--- src/rtl/line_dma_scheduler.sv ---
// Ping-pong linebuffer scheduler: tracks two bank-full flags, hands completed
// lines to the DMA engine and raises line/frame interrupts. Optional macro DROP_COUNT_EN.
module line_dma_scheduler #(
  parameter int ADDRESS_WIDTH = 16,
  parameter int BANK_WORDS    = 1024,
  parameter int LEN_WIDTH     = 11,
  parameter int FRAME_LINES   = 720
) (
  input  logic                     pclk,
  input  logic                     reset,
  input  logic                     frame_start,
  input  logic                     line_done,
  input  logic [LEN_WIDTH-1:0]     line_words,
  input  logic [31:0]              fb_base,
  input  logic [15:0]              fb_stride,
  output logic                     wr_bank,
  output logic [ADDRESS_WIDTH-1:0] wr_base,
  output logic                     dma_req,
  output logic [ADDRESS_WIDTH-1:0] dma_src,
  output logic [31:0]              dma_dst,
  output logic [LEN_WIDTH-1:0]     dma_len,
  input  logic                     dma_ack,
  input  logic                     dma_done,
  output logic                     line_irq,
  output logic                     frame_irq,
  output logic                     overflow,
  output logic                     busy
`ifdef DROP_COUNT_EN
  ,
  output logic [15:0]              drop_count
`endif
);

  localparam int IDX_W = (FRAME_LINES > 1) ? $clog2(FRAME_LINES) : 1;
  localparam logic [IDX_W-1:0] LAST_IDX = IDX_W'(FRAME_LINES - 1);
  localparam logic [ADDRESS_WIDTH-1:0] BANK1_BASE = ADDRESS_WIDTH'(BANK_WORDS);

  typedef enum logic [1:0] {
    IDLE = 2'd0,
    REQ  = 2'd1,
    XFER = 2'd2
  } state_e;

  state_e               state_q, state_d;
  logic [1:0]           full_q, full_d;
  logic [1:0]           last_q, last_d;
  logic [LEN_WIDTH-1:0] len_q [2];
  logic [LEN_WIDTH-1:0] len_d [2];
  logic [31:0]          dst_q [2];
  logic [31:0]          dst_d [2];
  logic                 wr_bank_q, wr_bank_d;
  logic                 rd_bank_q, rd_bank_d;
  logic [IDX_W-1:0]     line_idx_q, line_idx_d;
  logic [31:0]          line_addr_q, line_addr_d;
  logic                 overflow_q, overflow_d;
`ifdef DROP_COUNT_EN
  logic [15:0]          drop_q, drop_d;
  logic [15:0]          drop_cur;
`endif

  logic                 line_irq_c;
  logic                 frame_irq_c;
  logic [31:0]          cur_addr;
  logic [IDX_W-1:0]     cur_idx;
  logic                 is_last;

  always_ff @(posedge pclk) begin
    if (reset) begin
      state_q     <= IDLE;
      full_q      <= '0;
      last_q      <= '0;
      len_q[0]    <= '0;
      len_q[1]    <= '0;
      dst_q[0]    <= '0;
      dst_q[1]    <= '0;
      wr_bank_q   <= 1'b0;
      rd_bank_q   <= 1'b0;
      line_idx_q  <= '0;
      line_addr_q <= '0;
      overflow_q  <= 1'b0;
`ifdef DROP_COUNT_EN
      drop_q      <= '0;
`endif
    end else begin
      state_q     <= state_d;
      full_q      <= full_d;
      last_q      <= last_d;
      len_q[0]    <= len_d[0];
      len_q[1]    <= len_d[1];
      dst_q[0]    <= dst_d[0];
      dst_q[1]    <= dst_d[1];
      wr_bank_q   <= wr_bank_d;
      rd_bank_q   <= rd_bank_d;
      line_idx_q  <= line_idx_d;
      line_addr_q <= line_addr_d;
      overflow_q  <= overflow_d;
`ifdef DROP_COUNT_EN
      drop_q      <= drop_d;
`endif
    end
  end

  // DMA side runs first so a same-cycle dma_done frees its bank before the writer checks it.
  always_comb begin
    state_d     = state_q;
    full_d      = full_q;
    last_d      = last_q;
    len_d[0]    = len_q[0];
    len_d[1]    = len_q[1];
    dst_d[0]    = dst_q[0];
    dst_d[1]    = dst_q[1];
    wr_bank_d   = wr_bank_q;
    rd_bank_d   = rd_bank_q;
    line_idx_d  = line_idx_q;
    line_addr_d = line_addr_q;
    overflow_d  = overflow_q;
    line_irq_c  = 1'b0;
    frame_irq_c = 1'b0;
`ifdef DROP_COUNT_EN
    drop_d      = drop_q;
    drop_cur    = frame_start ? 16'h0000 : drop_q;
`endif

    unique case (state_q)
      IDLE: begin
        if (full_q[rd_bank_q]) state_d = REQ;
      end
      REQ: begin
        if (dma_ack) state_d = XFER;
      end
      XFER: begin
        if (dma_done) begin
          state_d           = IDLE;
          full_d[rd_bank_q] = 1'b0;
          rd_bank_d         = ~rd_bank_q;
          line_irq_c        = 1'b1;
          frame_irq_c       = last_q[rd_bank_q];
        end
      end
      default: state_d = IDLE;
    endcase

    // A frame_start coinciding with line_done makes that line row 0 of the new frame.
    cur_addr = frame_start ? fb_base : line_addr_q;
    cur_idx  = frame_start ? '0 : line_idx_q;
    is_last  = (cur_idx == LAST_IDX);

    if (frame_start) begin
      line_addr_d = fb_base;
      line_idx_d  = '0;
      overflow_d  = 1'b0;
`ifdef DROP_COUNT_EN
      drop_d      = 16'h0000;
`endif
    end

    if (line_done) begin
      line_addr_d = cur_addr + {16'h0000, fb_stride};
      line_idx_d  = is_last ? cur_idx : cur_idx + 1'b1;
      if (line_words == '0) begin
        if (is_last) frame_irq_c = 1'b1;
      end else if (full_d[wr_bank_q]) begin
        overflow_d = 1'b1;
        if (is_last) frame_irq_c = 1'b1;
`ifdef DROP_COUNT_EN
        drop_d = (drop_cur == 16'hFFFF) ? drop_cur : drop_cur + 16'h0001;
`endif
      end else begin
        full_d[wr_bank_q] = 1'b1;
        len_d[wr_bank_q]  = line_words;
        dst_d[wr_bank_q]  = cur_addr;
        last_d[wr_bank_q] = is_last;
        wr_bank_d         = ~wr_bank_q;
      end
    end
  end

  assign wr_bank   = wr_bank_q;
  assign wr_base   = wr_bank_q ? BANK1_BASE : '0;
  assign dma_req   = (state_q == REQ);
  assign dma_src   = rd_bank_q ? BANK1_BASE : '0;
  assign dma_dst   = dst_q[rd_bank_q];
  assign dma_len   = len_q[rd_bank_q];
  // Interrupts follow the triggering input directly; masked while reset is held.
  assign line_irq  = line_irq_c & ~reset;
  assign frame_irq = frame_irq_c & ~reset;
  assign overflow  = overflow_q;
  assign busy      = (state_q != IDLE) | (|full_q);
`ifdef DROP_COUNT_EN
  assign drop_count = drop_q;
`endif

endmodule

--- config.mk ---
export PLATFORM = sky130hd
export DESIGN_NAME = line_dma_scheduler
export DESIGN_NICKNAME = d
export VERILOG_FILES = /design/src/rtl/line_dma_scheduler.sv
export SDC_FILE = /design/constraint.sdc
export NUM_CORES = 1
export LEC_CHECK = 0
export BUFFER_PORTS_ARGS = -buffer_cell sky130_fd_sc_hd__buf_2
export CORE_MARGIN = 2
export CORE_UTILIZATION = 56
export DETAILED_ROUTE_END_ITERATION = 8
export GPL_ROUTABILITY_DRIVEN = 0
export PLACE_DENSITY_LB_ADDON = 0.05
export SYNTH_ARGS = -nofsm -noshare
export SYNTH_HDL_FRONTEND = slang
export SYNTH_SLANG_ARGS = --single-unit
--- constraint.sdc ---
create_clock -name pclk -period 4 [get_ports pclk]
set_input_delay 0.2 -clock pclk [delete_from_list [all_inputs] [get_ports pclk]]
set_output_delay 0.2 -clock pclk [all_outputs]
set_load 0.005 [all_outputs]
# Word-level counts from Yosys, hierarchy flattened
# Memory sizes are Yosys's and may differ from the RTL's. A register that Yosys moved wholly into a read port is not among the register bits.
# Cells that the tools add are included.
# classes
add_sub_neg,2
multipliers,0
div,0
order_cmp,6
eq_ne,6
n_shift,0
muxes,62
n_bitwise,16
n_reduce_logical,10
# ops
op,n
64-bit two-way mux,3
32-bit two-way mux,5
22-bit two-way mux,3
64-bit bitwise mux,1
11-bit two-way mux,5
32-bit by 16-bit adder with 32-bit output,1
32-bit demux with 1-bit select,1
10-bit two-way mux,3
1-bit two-way mux,27
22-bit bitwise mux,1
2-bit two-way mux,8
11-bit demux with 1-bit select,1
11-bit zero test,1
"10-bit by 1-bit adder with 10-bit output, second input constant",1
"10-bit equality test, second input constant",1
2-bit case mux with 3 select lines,1
3-bit AND reduction,2
1-bit NOT,5
1-bit bitwise OR,5
"1-bit by 2-bit less-than comparator with 1-bit output, second input constant",2
"2-bit inequality test, second input constant",2
1-bit logical AND,3
1-bit AND,2
2-bit AND,1
other kinds (15),17
# word_totals
ff_bits,51
latchBits,0
ram_bits,86
mem_bits_ro,0
in_bits,65
output_inout_bits,81
word_cells,112
mem_count,2
# mem_list
name,words,word_bits,read_ports,rd_clocked_by_memory_dff,write_ports,line,text
dst_q,2,32,3,1,2,49,logic [31:0] dst_q [2];
len_q,2,11,3,1,2,47,logic [LEN_WIDTH-1:0] len_q [2];

# Depth between registers and ports, before layout
# Gate-level depths: netlist (run 1).
# depth
word_depth,14
mapped_depth,14
ltp_nobuf,10

# Worst setup path before layout (run 1)
# OpenSTA, ideal clock, no wires.
# synth_timing
path_type,input -> register
startpoint,in frame_start
endpoint,reg line_addr_q[14]
setup_ps,116
t_arrival_ps,3009
required_ps,3884
slack_ps,874
cell_stages,14
path_buffers,4
path_cell_list,buf_4 buf_6 buf_4 buf_8 mux2i_1 inv_1 ha_1 fa_1 a21o_2 a31o_2 nand4_1 a211oi_1 or3_1 a41o_1
# synth_via
elab_chain_cells,3
# synth_lines
item,line,text
start: declaration,11,"input logic frame_start,"
32-bit two-way mux,-,
named net cur_addr[0],63,logic [31:0] cur_addr;
32-bit by 16-bit adder with 32-bit output,158,"line_addr_d = cur_addr + {16'h0000, fb_stride};"
32-bit two-way mux,157,if (line_done) begin
end signal: assignment,95,line_addr_q <= line_addr_d;
end: declaration,54,"logic [31:0] line_addr_q, line_addr_d;"
# The timed path passes the listed nets, and every way through them passes these cells.
# A chain may end at the register's enable or synchronous reset.

# Worst setup path in the final report (run 1)
# Same ends and word-level chain as after synthesis.

==> impl_metrics.ini, run 1 <==
[logic_synthesis]
yosysMostFrequentCell = dfxtp_1
ys_ff_latch = 138
synth.cells.most_frequent = dfxtp_1, nor2_1, nand2_1, a211oi_1, a21oi_1
async_flop_share_pct = 0
syn_avg_cell_area_um2 = 8.64
synth_cells = 849
ys_top_cells_by_area = dfxtp_1, a211oi_1, mux2_2
synth_flop_cell = dfxtp_1
synth_area_leader_cell = dfxtp_1
yosysUniqueCellTypes = 74
ys_seq_area_share_pct = 37.7
synth_edf_count = 0
netlist.area_leader.share_pct = 37.7
syn_area_mm2 = 0.00734
yosys_warnings = 0

[critical_path]
max_stage_delay_ns = 0.44
critPathTopFamily = compound AO/OA/AOI/OAI gates
worstPathRequired_ns = 4.31
critical_path.endpoint_type = flop
cp_max_fo = 17
crit_chain = buf_2, mux2i_1, inv_1, ha_1, fa_1, a21o_2, a31o_2, nand4_1, a211oi_1, or3_1, a41o_1
critPathKind = input pin to flop
worst-endpoint-arrival_ns = 3.18
crit_path_top_delay_cell = buf_2
path_buf_inv = 2
crit_path_start_kind = input pin

[clock_tree]
cts_max_path_buffers = 2
root_buffer = clkbuf_16
htreeDepth = 4
cts_made_buffers = 17
cts_tree = done
path_clk_slew_ns = 0.06
cts_setup_buffers = 0
cts.sink_count = 138
clock_latency_ns = 0.42

[sta]
hold_violations = 0
finalSetupTns_ns = 0
slew_headroom_pct = 18.5
skew_ns = 0.00877
fin_crit_ns = 2.87
slew_viol_final = 0
worst_pin_slew_ns = 1.22
rsz0062_at_grt = false
min_period_over_period_pct = 71.7
fin_hold_ws_ns = 0.0410
fmax_mhz = 348
setup_viol = 0

[status]
status = complete, no violations

[finish]
nets = 1017
diodes = 0
areaGrowthSynthToFinish_pct = 14.7
drive_above_1_share_pct = 24.0
final_cell_area_mm2 = 0.00842

[grt]
busiest_layer = met2
grt_util_all_layers_pct = 26.2
grtUsageMet3_pct = 5.45
grt_max_degree = 75
grt_pass1_wl_um = 29800
use_met1_pct = 36.2
overflow = 0
use_met2_pct = 41.1
grt_pass1_vias = 6024
grt_antenna_before_repair = 0

[detailed_routing]
first_pass_iters = 5
vias_per_cell = 5.68
drtAntennaViolNets = 0
drc = 0
wl_per_cell_um = 16.3
num_vias = 6360
drt_iter0_markers = 474
drt-total-wl_um = 18200

[placement]
hpwlAfterDp_um = 12500
placed_area_mm2 = 0.00779
port_buffers = 115

[power_and_ir_drop]
power_density_mw_per_mm2 = 461
irDropWorstVdd_mv = 0.315
finalPower_w = 0.00388
p_leak_nw = 3.58

[die]
rows = 41
initial_core_util_pct = 57.7
dieArea_mm2 = 0.0140
ios = 146
chipWidth_um = 118
dieHeight_um = 118
core_mm2 = 0.0127

[flow_run]
cap_violations = 0

[worst_hold_path]
worstHoldPathType = input pin to flop
kinds of logic (layout without fill, tap and decap cells):
family | count (synthesis) | count (layout) | share of synthesized area, %
AND/OR/NAND/NOR | 280 | 280 | 17.6
AO/OA/AOI/OAI | 196 | 196 | 18.6
flip-flops | 138 | 138 | 37.7
buffers and inverters | 112 | 181 | 8.31
multiplexers | 83 | 83 | 12.1
XOR/XNOR | 21 | 21 | 2.51
adder cells (fa/ha/maj) | 18 | 18 | 3.17
other | 1 | 30 | 0.0511
power by group:
part           total [W]  internal (W)  switching, W
Clock            0.00163      0.000991      0.000641
Sequential       0.00154       0.00148     0.0000543
Combinational   0.000709      0.000289      0.000420
Total            0.00388       0.00276       0.00111
tightest hold or removal path, cell delays in order:
cell     delay, ns
buf_2         0.11
nand2_1       0.05
a21oi_1       0.05
repair_timing:
| action | CTS | global route |
|---|---|---|
| endpoints found under the hold margin | 1 | 0 |
| hold buffers | 1 | 0 |
| gates resized for setup | 0 | 0 |
sequential cells by signal (all words and copies together), names as in the netlist, named ones only:
name and cells:
rd_bank_q 1, overflow 1, line_addr_q 32, state_q 2
dst_q 64, last_q 2, wr_bank 1, len_q 22
line_idx_q 10, full_q 2
through the flow:
stage	setup WS [ns]	instances	utilization, %
after floorplan	0.874	878	-
after global placement	0.849	1086	61.3
after global routing	1.03	1119	66.2
after CTS	1.17	1119	66.2
after detailed placement	0.759	1086	61.3
final	1.13	1119	66.2
cells in the final DEF, fill, tap and decap left out, drive strengths merged, types with 8 or more instances in the layout:
cell type	n
a211oi	79
o21ai	16
mux2i	38
inv	29
xor2	10
nand4	15
xnor2	11
conb	30
nor2	102
nor3	9
dfxtp	138
clkbuf	17
nand2	91
nand3	14
a21oi	61
mux2	45
buf	123
ha	17
and3	8
worst paths after layout:
path                  startpoint              end  slack [ns]  cells after the start
setup / recovery     frame_start  line_addr_q[14]        1.13                     11
hold / removal     line_words[9]      len_q[0][9]        0.04                      3
setup reg to reg  line_addr_q[0]  line_addr_q[14]        1.20                     10
hold reg to reg      len_q[0][9]      len_q[0][9]        0.45                      2
routing by layer:
layer	share of wire, %	routed length [um]
met5	0	0
met4	1.4	255
met3	5.7	1040
met2	46	8360
met1	47	8580
area by class of cell:
type,instances,area [um^2]
timing repair buffer,124,648
clock inverter,15,189
multi-input combinational,628,4080
sequential,138,2760
clock buffer,17,425
fill,1096,4310
tap,172,215
inverter,25,93.8
Power figures use the tool's default switching activity.
==> run 2, diff against run 1 <==
--- a/config.mk
+++ b/config.mk
@@ -7,7 +7,7 @@
 export LEC_CHECK = 0
 export BUFFER_PORTS_ARGS = -buffer_cell sky130_fd_sc_hd__buf_2
 export CORE_MARGIN = 2
-export CORE_UTILIZATION = 56
+export CORE_UTILIZATION = 50
 export DETAILED_ROUTE_END_ITERATION = 8
 export GPL_ROUTABILITY_DRIVEN = 0
 export PLACE_DENSITY_LB_ADDON = 0.05
==> constraint.sdc (replaced) <==
create_clock -name pclk -period 2.5 [get_ports pclk]
set_input_delay 0.125 -clock pclk [delete_from_list [all_inputs] [get_ports pclk]]
set_output_delay 0.125 -clock pclk [all_outputs]
set_load 0.005 [all_outputs]
==> run 2 against run 1 <==
Combinational power increased by 100%. Routed wire length rose by 4.4%. Die area up 12%. Global-route usage down 1.9 points. Non-clock buffer count up 90. Final area is 11% higher. Power grew 65%. Setup slack lost 1.1 ns. First-iteration DRC count shrank 0.84%. Clock-buffer cell count up 6. Largest power group unchanged. Sequential share of layout area is 3.3 points lower. Worst hold slack better by 0.0053 ns.
==> impl_metrics.ini, run 2 (synthesis gave the netlist of run 1 again) <==
[status]
status = complete, no violations

[critical_path]
worstPathRequired_ns = 2.82
worst-endpoint-arrival_ns = 2.80
critical_path.endpoint_type = flop
cp_max_fo = 4
crit_path_start_kind = flop
critPathKind = flop to flop

[die]
dieArea_mm2 = 0.0157
rows = 44
ios = 146
dieHeight_um = 125
core_mm2 = 0.0144
initial_core_util_pct = 50.9
chipWidth_um = 125

[placement]
hpwlAfterDp_um = 13400
dpl.cell_count = 1172
port_buffers = 115
placed_area_mm2 = 0.00855

[clock_tree]
cts_max_path_buffers = 2
cts_tree = done
clock_latency_ns = 0.42
cts_made_buffers = 17
root_buffer = clkbuf_16
cts.sink_count = 138
htreeDepth = 4
path_clk_slew_ns = 0.06

[power_and_ir_drop]
power_density_mw_per_mm2 = 682
p_clk_share_pct = 38.9
intPower_w = 0.00465
seqPwrFrac_pct = 38.4
p_leak_nw = 4.02
finalPower_w = 0.00639
combPwrFrac_pct = 22.7
irDropWorstVdd_mv = 0.541
power_switching_share_pct = 27.3
power.switching_w = 0.00174

[detailed_routing]
wl_per_cell_um = 15.6
drtAntennaViolNets = 0
num_vias = 6593
drt_iter0_markers = 470
drt-total-wl_um = 19000
vias_per_cell = 5.41
first_pass_iters = 5
drc = 0

[sta]
hold_violations = 0
skew_ns = 0.0135
slew_headroom_pct = 58.5
rsz0062_at_grt = true
fin_crit_ns = 2.47
fin_hold_ws_ns = 0.0463
worst_pin_slew_ns = 0.623
finalSetupTns_ns = 0
fmax_mhz = 404
slew_viol_final = 0
setup_viol = 0
min_period_over_period_pct = 99.0

[finish]
reg_top3 = dst_q x64, line_addr_q x32, len_q x22
seqCellArea_mm2 = 0.00277
layout.cells.non_filler = 1218
regMostFlops = dst_q
largest_reg_flops = 64
diodes = 0
fillers = 1218
layout_commonest_cell = dfxtp_1
nets = 1107
areaGrowthSynthToFinish_pct = 27.7
final_cell_area_mm2 = 0.00937
layout_common_cells = dfxtp_1, buf_2, nor2_1
drive_above_1_share_pct = 32.0
multi_input_area_mm2 = 0.00429

[grt]
grt_antenna_before_repair = 0
grt_util_all_layers_pct = 24.2
overflow = 0
grt_pass1_vias = 6331
grt_max_degree = 115
grt_pass1_wl_um = 31200

[flow_run]
cap_violations = 0

[worst_hold_path]
worstHoldPathType = input pin to flop
==> run 2: cell types whose count changed in the layout (fill, tap and decap cells not counted), sizes merged <==
cell / change
buf: +79
clkinv: -2
dlygate4sd3: +11
clkbuf: +6
bufinv: -1
clkinvlp: -2
inv: -4
==> run 2: metal layers <==
metal	vias to the layer above	GRT usage (%)	wire length, um
met5	-	0	0
met4	0	6.21	182
met3	17	4.02	823
met2	164	38.9	8860
met1	3093	34.1	9160
li1	3319	-	-
==> run 2: final timing paths <==
check | slack [ns] | cells after the start | startpoint | end
setup / recovery | 0.03 | 11 | line_addr_q[0] | line_addr_q[18]
hold / removal | 0.05 | 4 | dma_done | state_q[1]
setup reg to reg | 0.03 | 11 | line_addr_q[0] | line_addr_q[18]
hold reg to reg | 0.45 | 2 | len_q[1][8] | len_q[1][8]
==> run 2: power groups by stage <==
stage | Combinational [W] | Sequential, W | Clock [W]
2_1_floorplan | 0.000894 | 0.00248 | 0
3_3_place_gp | 0.00136 | 0.00249 | 0
3_5_place_dp | 0.00138 | 0.00250 | 0
4_1_cts | 0.00141 | 0.00245 | 0.00252
5_1_grt | 0.00160 | 0.00247 | 0.00261
6_report | 0.00145 | 0.00246 | 0.00249
==> run 2: final cells by class <==
| cell class | instances | area share [%] |
|---|---|---|
| Timing Repair Buffer | 214 | 15.0 |
| Clock buffer | 23 | 5.31 |
| Inverter | 25 | 1.00 |
| Multi-Input combinational cell | 628 | 45.8 |
| Tap cell | 184 | 2.46 |
| Clock inverter | 6 | 0.948 |
| Sequential cell | 138 | 29.5 |
==> run 2: critical path, cell delays in order (launching register included) <==
cell      delay [ns]
dfxtp_2         0.32
mux2i_4         0.15
inv_2           0.06
ha_4            0.16
fa_2            0.36
a21o_4          0.23
a31o_4          0.24
nand4_1         0.20
buf_4           0.16
a211o_1         0.17
nand2_1         0.09
a221oi_2        0.25
==> run 2: metrics by stage <==
step                      setup slack (ns)  utilization [%]
after CTS                          0.00708             64.2
after global placement              -0.189             59.3
after detailed placement            -0.268             59.3
final                               0.0252             65.0
after global routing               -0.0883             65.0
after floorplan                     -0.348                -
==> run 2: repair_timing <==
item / CTS / global route
resized for setup: 0 / 13
endpoints found under the hold margin: 24 / 0
endpoints found under the setup margin: 0 / 15
hold buffers: 12 / 0
buffers inserted: 0 / 5
==> run 3, diff against run 2 <==
--- a/config.mk
+++ b/config.mk
@@ -8,6 +8,7 @@
 export BUFFER_PORTS_ARGS = -buffer_cell sky130_fd_sc_hd__buf_2
 export CORE_MARGIN = 2
 export CORE_UTILIZATION = 50
+export CTS_BUF_LIST = sky130_fd_sc_hd__clkbuf_8 sky130_fd_sc_hd__clkbuf_16
 export DETAILED_ROUTE_END_ITERATION = 8
 export GPL_ROUTABILITY_DRIVEN = 0
 export PLACE_DENSITY_LB_ADDON = 0.05
==> run 3 against run 2 <==
Maximum frequency unchanged. Cell count unchanged. Global-route usage unchanged. Combinational power about the same. Via count about the same. Clock power about the same. Sequential power about the same. Register-to-register slack about the same. Final area unchanged. Clock skew about the same. Setup slack unchanged. Critical endpoint unchanged. Worst hold slack about the same.
==> impl_metrics.ini, run 3 (synthesis gave the netlist of run 1 again) <==
[die]
dieArea_mm2 = 0.0157
rows = 44
initial_core_util_pct = 50.9
chipWidth_um = 125
ios = 146
core_mm2 = 0.0144
dieHeight_um = 125

[worst_hold_path]
worstHoldPathType = input pin to flop
hold_path_depth = 4

[detailed_routing]
drc = 0
wl_per_cell_um = 15.6
drtAntennaViolNets = 0
vias_per_cell = 5.41
drt-total-wl_um = 19000
first_pass_iters = 5
num_vias = 6591
drt_iter0_markers = 470

[clock_tree]
htreeDepth = 4
cts_tree = done
cts_made_buffers = 17
clock_latency_ns = 0.42
path_clk_slew_ns = 0.06
cts.sink_count = 138
cts_max_path_buffers = 2
root_buffer = clkbuf_16

[critical_path]
critical_path.endpoint_type = flop
regToRegSetupSlack_ns = 0.03
r2r.worst_path.cells = 11
critPathKind = flop to flop
cp_max_fo = 4
worst-endpoint-arrival_ns = 2.80
crit_path_start_kind = flop
worstPathRequired_ns = 2.82

[finish]
diodes = 0
largest_reg_flops = 64
drive_above_1_share_pct = 32.0
final_core_util_pct = 65.0
nets = 1107
areaGrowthSynthToFinish_pct = 27.7
fillers = 1218
layout_common_cells = dfxtp_1, buf_2, nor2_1
reg_top3 = dst_q x64, line_addr_q x32, len_q x22
layout_commonest_cell = dfxtp_1
regMostFlops = dst_q

[sta]
worst_slack_ns = 0.0252
skew_ns = 0.0135
slew_viol_final = 0
fmax_mhz = 404
setup_viol = 0
fin_hold_ws_ns = 0.0464
min_period_over_period_pct = 99.0
hold_violations = 0
fin_crit_ns = 2.47
rsz0062_at_grt = true
worst_pin_slew_ns = 0.623
slew_headroom_pct = 58.4

[placement]
hpwlAfterDp_um = 13400
port_buffers = 115
post-place-ws_ns = -0.268

[grt]
use_met2_pct = 38.9
use_met1_pct = 34.1
grt_util_all_layers_pct = 24.2
grt_pass1_vias = 6331
grt_pass1_wl_um = 31200
grt_antenna_before_repair = 0
overflow = 0
grt_max_degree = 115
grtUsageMet3_pct = 4.02
busiest_layer = met2

[flow_run]
cap_violations = 0

[power_and_ir_drop]
p_leak_nw = 4.02
irDropWorstVdd_mv = 0.541
power_density_mw_per_mm2 = 681

[status]
status = complete, no violations
[run 3: power by group]
part / total (W) / internal, W / switching, W
combinational: 0.00145 / 0.000690 / 0.000757
sequential: 0.00246 / 0.00237 / 0.0000827
clock: 0.00248 / 0.00158 / 0.000902
[run 3: repair_timing]
action	in CTS	in global routing
setup buffers	0	5
hold buffers	12	0
gates resized for setup	0	13
setup endpoints to repair	0	15
endpoints found under the hold margin	24	0
[run 3: worst max-delay path, cell delays in order, from the launching register on]
cell and delay, ns:
dfxtp_2 0.32, mux2i_4 0.15, inv_2 0.06, ha_4 0.16, fa_2 0.36, a21o_4 0.23, a31o_4 0.24, nand4_1 0.20
buf_4 0.16, a211o_1 0.17, nand2_1 0.09, a221oi_2 0.25
[run 3: path summary, 6_finish.rpt]
kind                                     start               to
worst max register to register  line_addr_q[0]  line_addr_q[18]
worst max-delay path            line_addr_q[0]  line_addr_q[18]
worst min-delay path                  dma_done       state_q[1]
worst min register to register     len_q[1][8]      len_q[1][8]
[run 3: layer usage]
metal  wire [um]  part of all wire [%]
met2        8860                    47
met1        9150                    48
met3         823                   4.3
met5           0                     0
met4         182                  0.96
[run 3: through the flow]
step,instances,cell area [um^2],total power [W],setup TNS (ns)
after floorplan,878,7610,0.00337,-2.38
after global placement,1172,8550,0.00385,-1.93
after detailed placement,1172,8550,0.00388,-3.43
after CTS,1213,9260,0.00637,0
after global routing,1218,9370,0.00667,-0.172
final,1218,9370,0.00638,0
[run 3: area by class of cell]
type / instances / area, um^2 / share of cell area [%]
Clock buffer: 22 / 494 / 5.27
Clock inverter: 7 / 92.6 / 0.988
Inverter: 25 / 93.8 / 1.00
Multi-Input combinational cell: 628 / 4290 / 45.8
Sequential cell: 138 / 2770 / 29.5
Tap cell: 184 / 230 / 2.46
Timing Repair Buffer: 214 / 1400 / 15.0
